--- config.mk ---
export PLATFORM = sky130hd
export DESIGN_NAME = arrow_scheduler
export DESIGN_NICKNAME = d
export VERILOG_FILES = /design/src/rtl/arrow_scheduler.sv
export SDC_FILE = /design/constraint.sdc
export NUM_CORES = 1
export LEC_CHECK = 0
export ABC_AREA = 1
export BUFFER_PORTS_ARGS = -buffer_cell sky130_fd_sc_hd__buf_4
export CAP_MARGIN = 10
export CORE_UTILIZATION = 42
export CTS_BUF_LIST = sky130_fd_sc_hd__clkbuf_16
export DETAILED_ROUTE_END_ITERATION = 7
export GPL_TIMING_DRIVEN = 0
export SLEW_MARGIN = 10
export SYNTH_ARGS = -nofsm -noshare
export SYNTH_HDL_FRONTEND = slang
export SYNTH_SLANG_ARGS = --single-unit
--- constraint.sdc ---
create_clock -name Clk -period 2.55 [get_ports Clk]
set_clock_uncertainty 0.2 [all_clocks]
set_input_delay 0.1275 -clock Clk [delete_from_list [all_inputs] [get_ports Clk]]
set_output_delay 0.1275 -clock Clk [all_outputs]
set_load 0.02 [all_outputs]
--- src/rtl/arrow_scheduler.sv ---
// arrow_scheduler: plays a 4-bit arrow chart, one entry per beat, through a valid/ready output.
// Build option: define ARROW_LOOP_EN to replay the chart continuously instead of stopping in DONE.
module arrow_scheduler #(
    parameter int BEAT_DIV  = 50000000,
    parameter int CHART_LEN = 16
) (
    input  logic                         Clk,
    input  logic                         Reset,
    input  logic                         start,
    input  logic                         pause,
    input  logic                         wr_en,
    input  logic [$clog2(CHART_LEN)-1:0] wr_addr,
    input  logic [3:0]                   wr_data,
    output logic [3:0]                   arrows,
    output logic                         arrows_valid,
    input  logic                         arrows_ready,
    output logic                         beat,
    output logic [$clog2(CHART_LEN)-1:0] index,
    output logic                         busy,
    output logic                         done,
    output logic                         overrun
);

    localparam int ADDR_W = $clog2(CHART_LEN);
    localparam int CNT_W  = $clog2(BEAT_DIV);
    localparam logic [CNT_W-1:0]  CNT_LAST = CNT_W'(BEAT_DIV - 1);
    localparam logic [ADDR_W-1:0] IDX_LAST = ADDR_W'(CHART_LEN - 1);

    typedef enum logic [1:0] {
        S_IDLE,
        S_RUN,
        S_PAUSE,
        S_DONE
    } state_t;

    state_t            state_q;
    state_t            state_d;
    logic [CNT_W-1:0]  cnt_q;
    logic [CNT_W-1:0]  cnt_d;
    logic [ADDR_W-1:0] idx_d;
    logic [3:0]        arrows_d;
    logic              valid_d;
    logic              beat_d;
    logic              busy_d;
    logic              done_d;
    logic              ovr_d;
    logic              chart_we;
    logic [3:0]        entry;
    logic [3:0]        chart [CHART_LEN];

    // Chart storage has no reset so its contents survive a Reset pulse.
    always_ff @(posedge Clk) begin
        if (chart_we) begin
            chart[wr_addr] <= wr_data;
        end
    end

    assign entry = chart[index];

    always_comb begin
        state_d  = state_q;
        cnt_d    = cnt_q;
        idx_d    = index;
        arrows_d = arrows;
        valid_d  = arrows_valid;
        beat_d   = 1'b0;
        ovr_d    = 1'b0;
        chart_we = 1'b0;

        if (arrows_valid && arrows_ready) begin
            valid_d = 1'b0;
        end

        case (state_q)
            S_IDLE, S_DONE: begin
                chart_we = wr_en;
                if (start) begin
                    state_d = S_RUN;
                    cnt_d   = '0;
                    idx_d   = '0;
                end
            end
            S_RUN, S_PAUSE: begin
                // Leaving PAUSE counts in the same cycle, so a pause of N cycles delays by exactly N.
                if (pause) begin
                    state_d = S_PAUSE;
                end else begin
                    state_d = S_RUN;
                    if (cnt_q == CNT_LAST) begin
                        cnt_d  = '0;
                        beat_d = 1'b1;
                        idx_d  = index + ADDR_W'(1);
                        if (entry != '0) begin
                            arrows_d = entry;
                            valid_d  = 1'b1;
                            ovr_d    = arrows_valid && !arrows_ready;
                        end
                        if (index == IDX_LAST) begin
`ifdef ARROW_LOOP_EN
                            state_d = S_RUN;
`else
                            state_d = S_DONE;
`endif
                        end
                    end else begin
                        cnt_d = cnt_q + CNT_W'(1);
                    end
                end
            end
            default: state_d = S_IDLE;
        endcase

        busy_d = (state_d == S_RUN) || (state_d == S_PAUSE);
        done_d = (state_d == S_DONE);
    end

    always_ff @(posedge Clk or posedge Reset) begin
        if (Reset) begin
            state_q      <= S_IDLE;
            cnt_q        <= '0;
            index        <= '0;
            arrows       <= '0;
            arrows_valid <= 1'b0;
            beat         <= 1'b0;
            busy         <= 1'b0;
            done         <= 1'b0;
            overrun      <= 1'b0;
        end else begin
            state_q      <= state_d;
            cnt_q        <= cnt_d;
            index        <= idx_d;
            arrows       <= arrows_d;
            arrows_valid <= valid_d;
            beat         <= beat_d;
            busy         <= busy_d;
            done         <= done_d;
            overrun      <= ovr_d;
        end
    end

endmodule

==> impl_metrics.yaml, run 1 <==
run_status:
  status: "complete, no violations"
cells_and_area:
  final_area_sq_um: 6120
  final_core_util_pct: 50.3
  nets: 664
  fill_cells: 1140
  num_antenna_cells: 0
  drive_gt1_share_pct: 15.0
  syn2layout_area_growth_pct: 15.7
clocking:
  post_cts_resize_count: 0
  insertion_delay_ps: 350
  cts.htree.levels: 3
  clkTransAtPathRegs_ps: 70
  tritoncts: "yes"
  cts-root-buf: "clkbuf_16"
  cts_buffers: 9
  cts_buffer_depth: 2
  clock_sinks: 105
  post_cts_buffers: 0
  hold_buffers: 8
synth:
  synthCells: 601
  yosys_warnings: 0
  synth_area_sq_um: 5290
  ys_seq_area_share_pct: 55.8
  syn_avg_cell_area_sq_um: 8.79
  synth_top_area_share_pct: 36.4
  synth_ff_type: "edfxtp_1"
  async_flop_share_pct: 39.0
  netlist-cell-type-count: 40
  yosysTopAreaCell: "edfxtp_1"
  ys_ff_latch: 105
  synth_area_leaders: "edfxtp_1 36%, dfrtp_1 19%, nand2_1 12%, inv_1 6.3%, nand3_1 6.0%"
  syn_nets: 618
  synth_edf_count: 64
run:
  drv_cap: 0
pwr:
  leakage_nw: 2.78
  power_mw: 4.40
  ir_drop_v: 0.000570
  power_density_nw_per_um2: 719
floorplan:
  die_w_um: 114
  dieArea_sq_um: 13000
  fp.dieH_um: 114
  start_util_pct: 43.5
  io_pins: 27
  row_count: 40
  core_sq_um: 12200
route:
  vias: 4012
  via_per_inst: 4.89
  wire_per_inst_um: 14.7
  dr.pass1.iters: 6
  wl_met2_um: 5420
  wl_um: 12100
  highest_layer: "met4"
  ant_nets: 0
  drt_iter0_markers: 338
  wl_met1_um: 5830
  drc: 0
  met3WireLength_um: 609
critical_path:
  path_cells: "ha_1 > nand2_1 > nor2_1 > nand2_2 > nor3_2 > nand3_2 > o221ai_1 > ha_1"
  slowest_delay_ps: 380
  startpoint_type: "flop"
  r2r_cells: 8
  crit_path_frequent_cell: "ha_1"
  crit_type: "flop to flop"
  crit_fanout: 5
  critPathArrivalTime_ps: 2280
  r2r_end: "busy$_DFF_PP0_"
  r2r_slack_ps: 300
  crit_buf_inv: 0
  crit_slowest_cell: "dfrtp_1"
  critPathTopFamily: "simple AND/OR/NAND/NOR gates"
  critPathRequiredTime_ps: 2590
  critPathCaptureType: "flop"
  worstReg2RegStart: "cnt_q[1]$_DFFE_PP0P_"
global_routing:
  grt_max_degree: 29
  antenna_found_initial: 0
  grt_pass1_vias: 4039
  grt_first_pass_wirelength_um: 20500
  overflow: 0
  grt_usage_pct: 20.9
sta:
  fin_crit_ps: 2250
  finalCritPeriodShare_pct: 88.1
  max_clock_freq_ghz: 0.445
  tns_ps: 0
  relSlewSlack_pct: 67.5
  fin_ws_ps: 303
  rsz0062_at_grt: "no"
  slew_violations: 0
  tightest_slew_ps: 486
  setup_viol: 0
  hold_viol_final: 0
min_path:
  hold_path_class: "input pin to asynchronous set/reset pin"
placement:
  portBuffers: 26
  dp_hpwl_um: 8620
  gp_congestion: 0.856
  placed_cell_area_sq_um: 5710
  preCtsSetupSlack_ps: 292
stage by stage:
stage | hold slack (ps) | std cells
3_3_place_gp | 191 | 795
6_report | 90.1 | 820
4_1_cts | 100 | 820
3_5_place_dp | -87.7 | 796
2_1_floorplan | 9.24 | 601
5_1_grt | 131 | 820
Yosys cell counts (5+ instances only):
library cell and number:
inv_1 89, nand2_2 7, o21ai_0 5, nor3_2 6, dfrtp_1 41, nand4_1 8
buf_4 6, nand3_1 63, a21oi_1 7, edfxtp_1 64, o21ai_2 5, nor3_1 12
nor2_1 58, nand2_1 172, xor2_1 5, buf_2 6, o21ai_1 6
report_power, final:
part | internal [mW] | total (mW) | switching (mW)
clock | 0.870 | 1.52 | 0.652
sequential | 1.89 | 1.95 | 0.0518
combinational | 0.285 | 0.932 | 0.647
total | 3.05 | 4.40 | 1.35
kinds of logic after synthesis:
kind of cell,share of synthesized area (%)
compound gates,2.96
xor+xnor,0.994
simple gates,30.5
flops,55.8
fa+ha+maj,0.710
buf+inv,9.09
registers in the layout (all words and copies together) (netlist names):
register,cells
index,4
beat,1
done,1
cnt_q,26
arrows,4
arrows_valid,1
state_q,2
busy,1
chart,64
overrun,1
area by class of cell:
| cell class | instances | area [sq um] | share of cell area, % |
|---|---|---|---|
| timing repair buffer | 35 | 295 | 4.83 |
| sequential | 105 | 2950 | 48.2 |
| clock inverter | 7 | 100 | 1.64 |
| buffer | 15 | 101 | 1.66 |
| tap | 168 | 210 | 3.44 |
| multi-input combinational | 384 | 1860 | 30.4 |
| inverter | 97 | 379 | 6.20 |
| clock buffer | 9 | 225 | 3.68 |
worst reg2reg max path, cell delays in order, from the launching register on:
cell,delay (ps)
dfrtp_1,380
ha_1,280
nand2_1,120
nor2_1,130
nand2_2,110
nor3_2,180
nand3_2,170
o221ai_1,270
ha_1,290
layout by cell type, fill, tap and decap left out, types with 2 or more instances in the layout:
cell	instances
bufinv_16	2
o21ai_0	5
buf_4	32
nor2_2	4
nand3_1	63
ha_1	3
nor3_4	2
nor4_1	3
buf_6	2
o21ai_1	6
nand2_4	2
dlygate4sd3_1	8
nand4_1	8
inv_1	88
nand2_1	172
clkbuf_16	9
dfrtp_1	41
nand3_2	2
clkinv_4	2
nor3_1	12
nand2_2	7
a21oi_1	7
inv_2	5
buf_2	6
or2_1	2
inv_4	2
nor2_1	58
edfxtp_1	64
nor3_2	6
nor2_4	3
inv_6	2
o21ai_2	5
xor2_1	5
how the worst max path moves through the flow:
| stage | endpoint | start | cells past startpoint | slack, ps |
|---|---|---|---|---|
| floorplan | busy$_DFF_PP0_ | cnt_q[0]$_DFFE_PP0P_ | 8 | 610 |
| global placement | busy$_DFF_PP0_ | cnt_q[0]$_DFFE_PP0P_ | 8 | 310 |
| detailed placement | busy$_DFF_PP0_ | cnt_q[1]$_DFFE_PP0P_ | 8 | 290 |
| CTS | busy$_DFF_PP0_ | cnt_q[1]$_DFFE_PP0P_ | 8 | 270 |
| global route | busy$_DFF_PP0_ | cnt_q[1]$_DFFE_PP0P_ | 8 | 100 |
| finish | busy$_DFF_PP0_ | cnt_q[1]$_DFFE_PP0P_ | 8 | 300 |
layer usage:
| metal | global-route usage [%] | vias up |
|---|---|---|
| met3 | 3.12 | 12 |
| li1 | - | 2019 |
| met5 | 0 | - |
| met1 | 29.9 | 1878 |
| met4 | 8.14 | 0 |
| met2 | 32.0 | 103 |
No activity file was read; power rests on OpenSTA's default activity.
==> run 2, diff against run 1 <==
ABC_AREA = 0   (was 1)
CORE_UTILIZATION = 40   (was 42)
==> impl_metrics.yaml, run 2 <==
critical_path:
  crit_fanout: 5
  path_cells: "buf_6 > mux4_1 > mux2_2 > or3_1 > and2_4 > o31ai_2"
  crit_type: "flop to flop"
  slowest_delay_ps: 550
  crit_slowest_cell: "mux4_1"
  critPathRequiredTime_ps: 2610
  critPathCaptureType: "flop"
  startpoint_type: "flop"
  critPathArrivalTime_ps: 2540
global_routing:
  grt_pass1_vias: 3040
  grt_first_pass_wirelength_um: 15200
  overflow: 0
  grt_usage_pct: 16.0
  antenna_found_initial: 0
  grt_max_degree: 29
sta:
  tightest_slew_ps: 726
  relSlewSlack_pct: 51.2
  fin_crit_ps: 2480
  fin_hold_ws_ps: 98.5
  slew_violations: 0
  setup_viol: 0
  max_clock_freq_ghz: 0.403
  hold_viol_final: 0
  finalCritPeriodShare_pct: 97.3
  rsz0062_at_grt: "yes"
pwr:
  ir_drop_v: 0.000491
  internal_power_mw: 2.87
  power_density_nw_per_um2: 694
  swShare_pct: 26.6
  combinationalPowerShare_pct: 14.0
  p_switching_mw: 1.04
  power_mw: 3.90
  power_frac_clock_pct: 36.4
  pwr-share-seq_pct: 49.6
  leakage_nw: 2.11
synth:
  yosysTopAreaCell: "edfxtp_1"
  synth_common_cells: "64 x edfxtp_1, 41 x dfrtp_1, 32 x nor2_1, 22 x nand2_1, 14 x a21oi_1"
  yosys_warnings: 0
  ys_seq_area_share_pct: 62.2
  syn_nets: 362
  netlist-cell-type-count: 46
  synth_ff_type: "edfxtp_1"
  synth_top_area_share_pct: 40.5
  async_flop_share_pct: 39.0
  syn_avg_cell_area_sq_um: 13.7
  yosysMostFrequentCell: "edfxtp_1"
  synth_area_leaders: "edfxtp_1 41%, dfrtp_1 22%, mux4_1 4.4%, mux4_2 3.8%, nor2_1 2.5%"
  synth_edf_count: 64
  synthCells: 345
  synth_area_sq_um: 4740
  ys_ff_latch: 105
route:
  dr.pass1.iters: 4
  drt_iter0_markers: 116
  vias: 3002
  via_per_inst: 5.49
  drc: 0
  ant_nets: 0
  wl_um: 9340
  wire_per_inst_um: 17.1
clocking:
  clkTransAtPathRegs_ps: 70
  insertion_delay_ps: 350
  cts.htree.levels: 3
  tritoncts: "yes"
  cts_buffer_depth: 2
  clock_sinks: 105
  cts-root-buf: "clkbuf_16"
  cts_buffers: 9
cells_and_area:
  final_cell_mix: "64 x edfxtp_1, 40 x dfrtp_1, 34 x buf_4"
  layout_commonest_cell: "edfxtp_1"
  nets: 416
  num_antenna_cells: 0
  syn2layout_area_growth_pct: 18.7
  drive_gt1_share_pct: 22.3
  regMostFlops: "chart"
  largest_reg_flops: 64
  fill_cells: 998
  reg.largest.list: "chart x64, cnt_q x26"
floorplan:
  dieArea_sq_um: 12300
  core_sq_um: 11500
  row_count: 39
  die_w_um: 111
  fp.dieH_um: 111
  io_pins: 27
  start_util_pct: 41.3
min_path:
  hold_path_class: "input pin to asynchronous set/reset pin"
placement:
  portBuffers: 26
  dp_hpwl_um: 6600
  gp_congestion: 0.811
run:
  drv_cap: 0
run_status:
  status: "complete, no violations"
run 2: cell types whose count changed after synthesis, sizes merged, moves of 9 or more:
cell / delta
nor3: -9
nor2: -34
nand3: -54
inv: -86
mux4: +16
mux2: +9
nand2: -159
buf: -9
run 2: per-stage QoR:
step	TNS [ps]	instance area [sq um]	setup slack [ps]	instances	utilization [%]
floorplan	0	4740	67.4	345	-
global placement	-4390	5110	-203	514	44.6
detailed placement	-5340	5130	-239	515	44.8
CTS	0	5570	12.2	540	48.6
global route	-25.9	5630	-13.8	547	49.1
finish	0	5630	69.8	547	49.1
run 2: critical path: cells and delay by family (launching register included):
family,cells,cell delay [ps]
AOI/OAI and AO/OA,1,210
buffers and inverters,1,170
DFF,1,410
muxes,2,830
and+or+nand+nor,2,570
run 2: worst paths after layout:
check | start | endpoint | slack (ps) | depth (start not counted)
worst min register to register | cnt_q[6]$_DFFE_PP0P_ | cnt_q[6]$_DFFE_PP0P_ | 320 | 1
min in group Clk | wr_addr[3] | chart[0][1]$_DFFE_PP_ | 110 | 3
worst max-delay path | index[1]$_DFFE_PP0P_ | arrows[2]$_DFFE_PP0P_ | 70 | 6
worst min-delay path | Reset | arrows_valid$_DFF_PP0_ | 100 | 3
max in group asynchronous | Reset | cnt_q[16]$_DFFE_PP0P_ | 1590 | 4
worst max register to register | index[1]$_DFFE_PP0P_ | arrows[2]$_DFFE_PP0P_ | 70 | 6
run 2: routing by layer:
| layer | wire (um) | part of all wire, % | global-route usage, % |
|---|---|---|---|
| met4 | 141 | 1.5 | 5.07 |
| met3 | 302 | 3.2 | 3.77 |
| met1 | 3980 | 43 | 18.9 |
| met5 | 0 | 0 | 0 |
| met2 | 4910 | 53 | 28.6 |
run 2: area by class of cell:
cell class                      count  area, sq um  area share (%)
Multi-Input combinational cell    217         1700            30.3
Clock inverter                      7         87.6            1.56
Inverter                           10         37.5           0.667
Timing Repair Buffer               45          375            6.67
Tap cell                          143          179            3.18
Clock buffer                        9          225            4.00
Buffer                             11         71.3            1.27
Sequential cell                   105         2950            52.4
run 2: logic make-up after synthesis:
family	share of synthesized area [%]
DFF	62.2
xor gates and xnor gates	2.80
muxes	11.7
and+or+nand+nor	14.2
adders and majority gates	0.792
buffers and inverters	2.22
AOI/OAI and AO/OA	6.12
run 2: timing repair:
item                                    CTS  global route
endpoints found under the setup margin   30            12
gates cloned                              0             1
gates resized for setup                   6             7
pin swaps                                 0             2
hold endpoints to repair                123             0
setup buffers                             1             6
hold buffers                             10             0
run 2: power by group through the flow:
stage                     sequential (mW)  clock (mW)  combinational [mW]
after floorplan                      1.98           0               0.321
after global placement               1.97           0               0.493
after detailed placement             1.97           0               0.508
after CTS                            1.94        1.45               0.529
after global routing                 1.95        1.51               0.601
final                                1.94        1.42               0.546
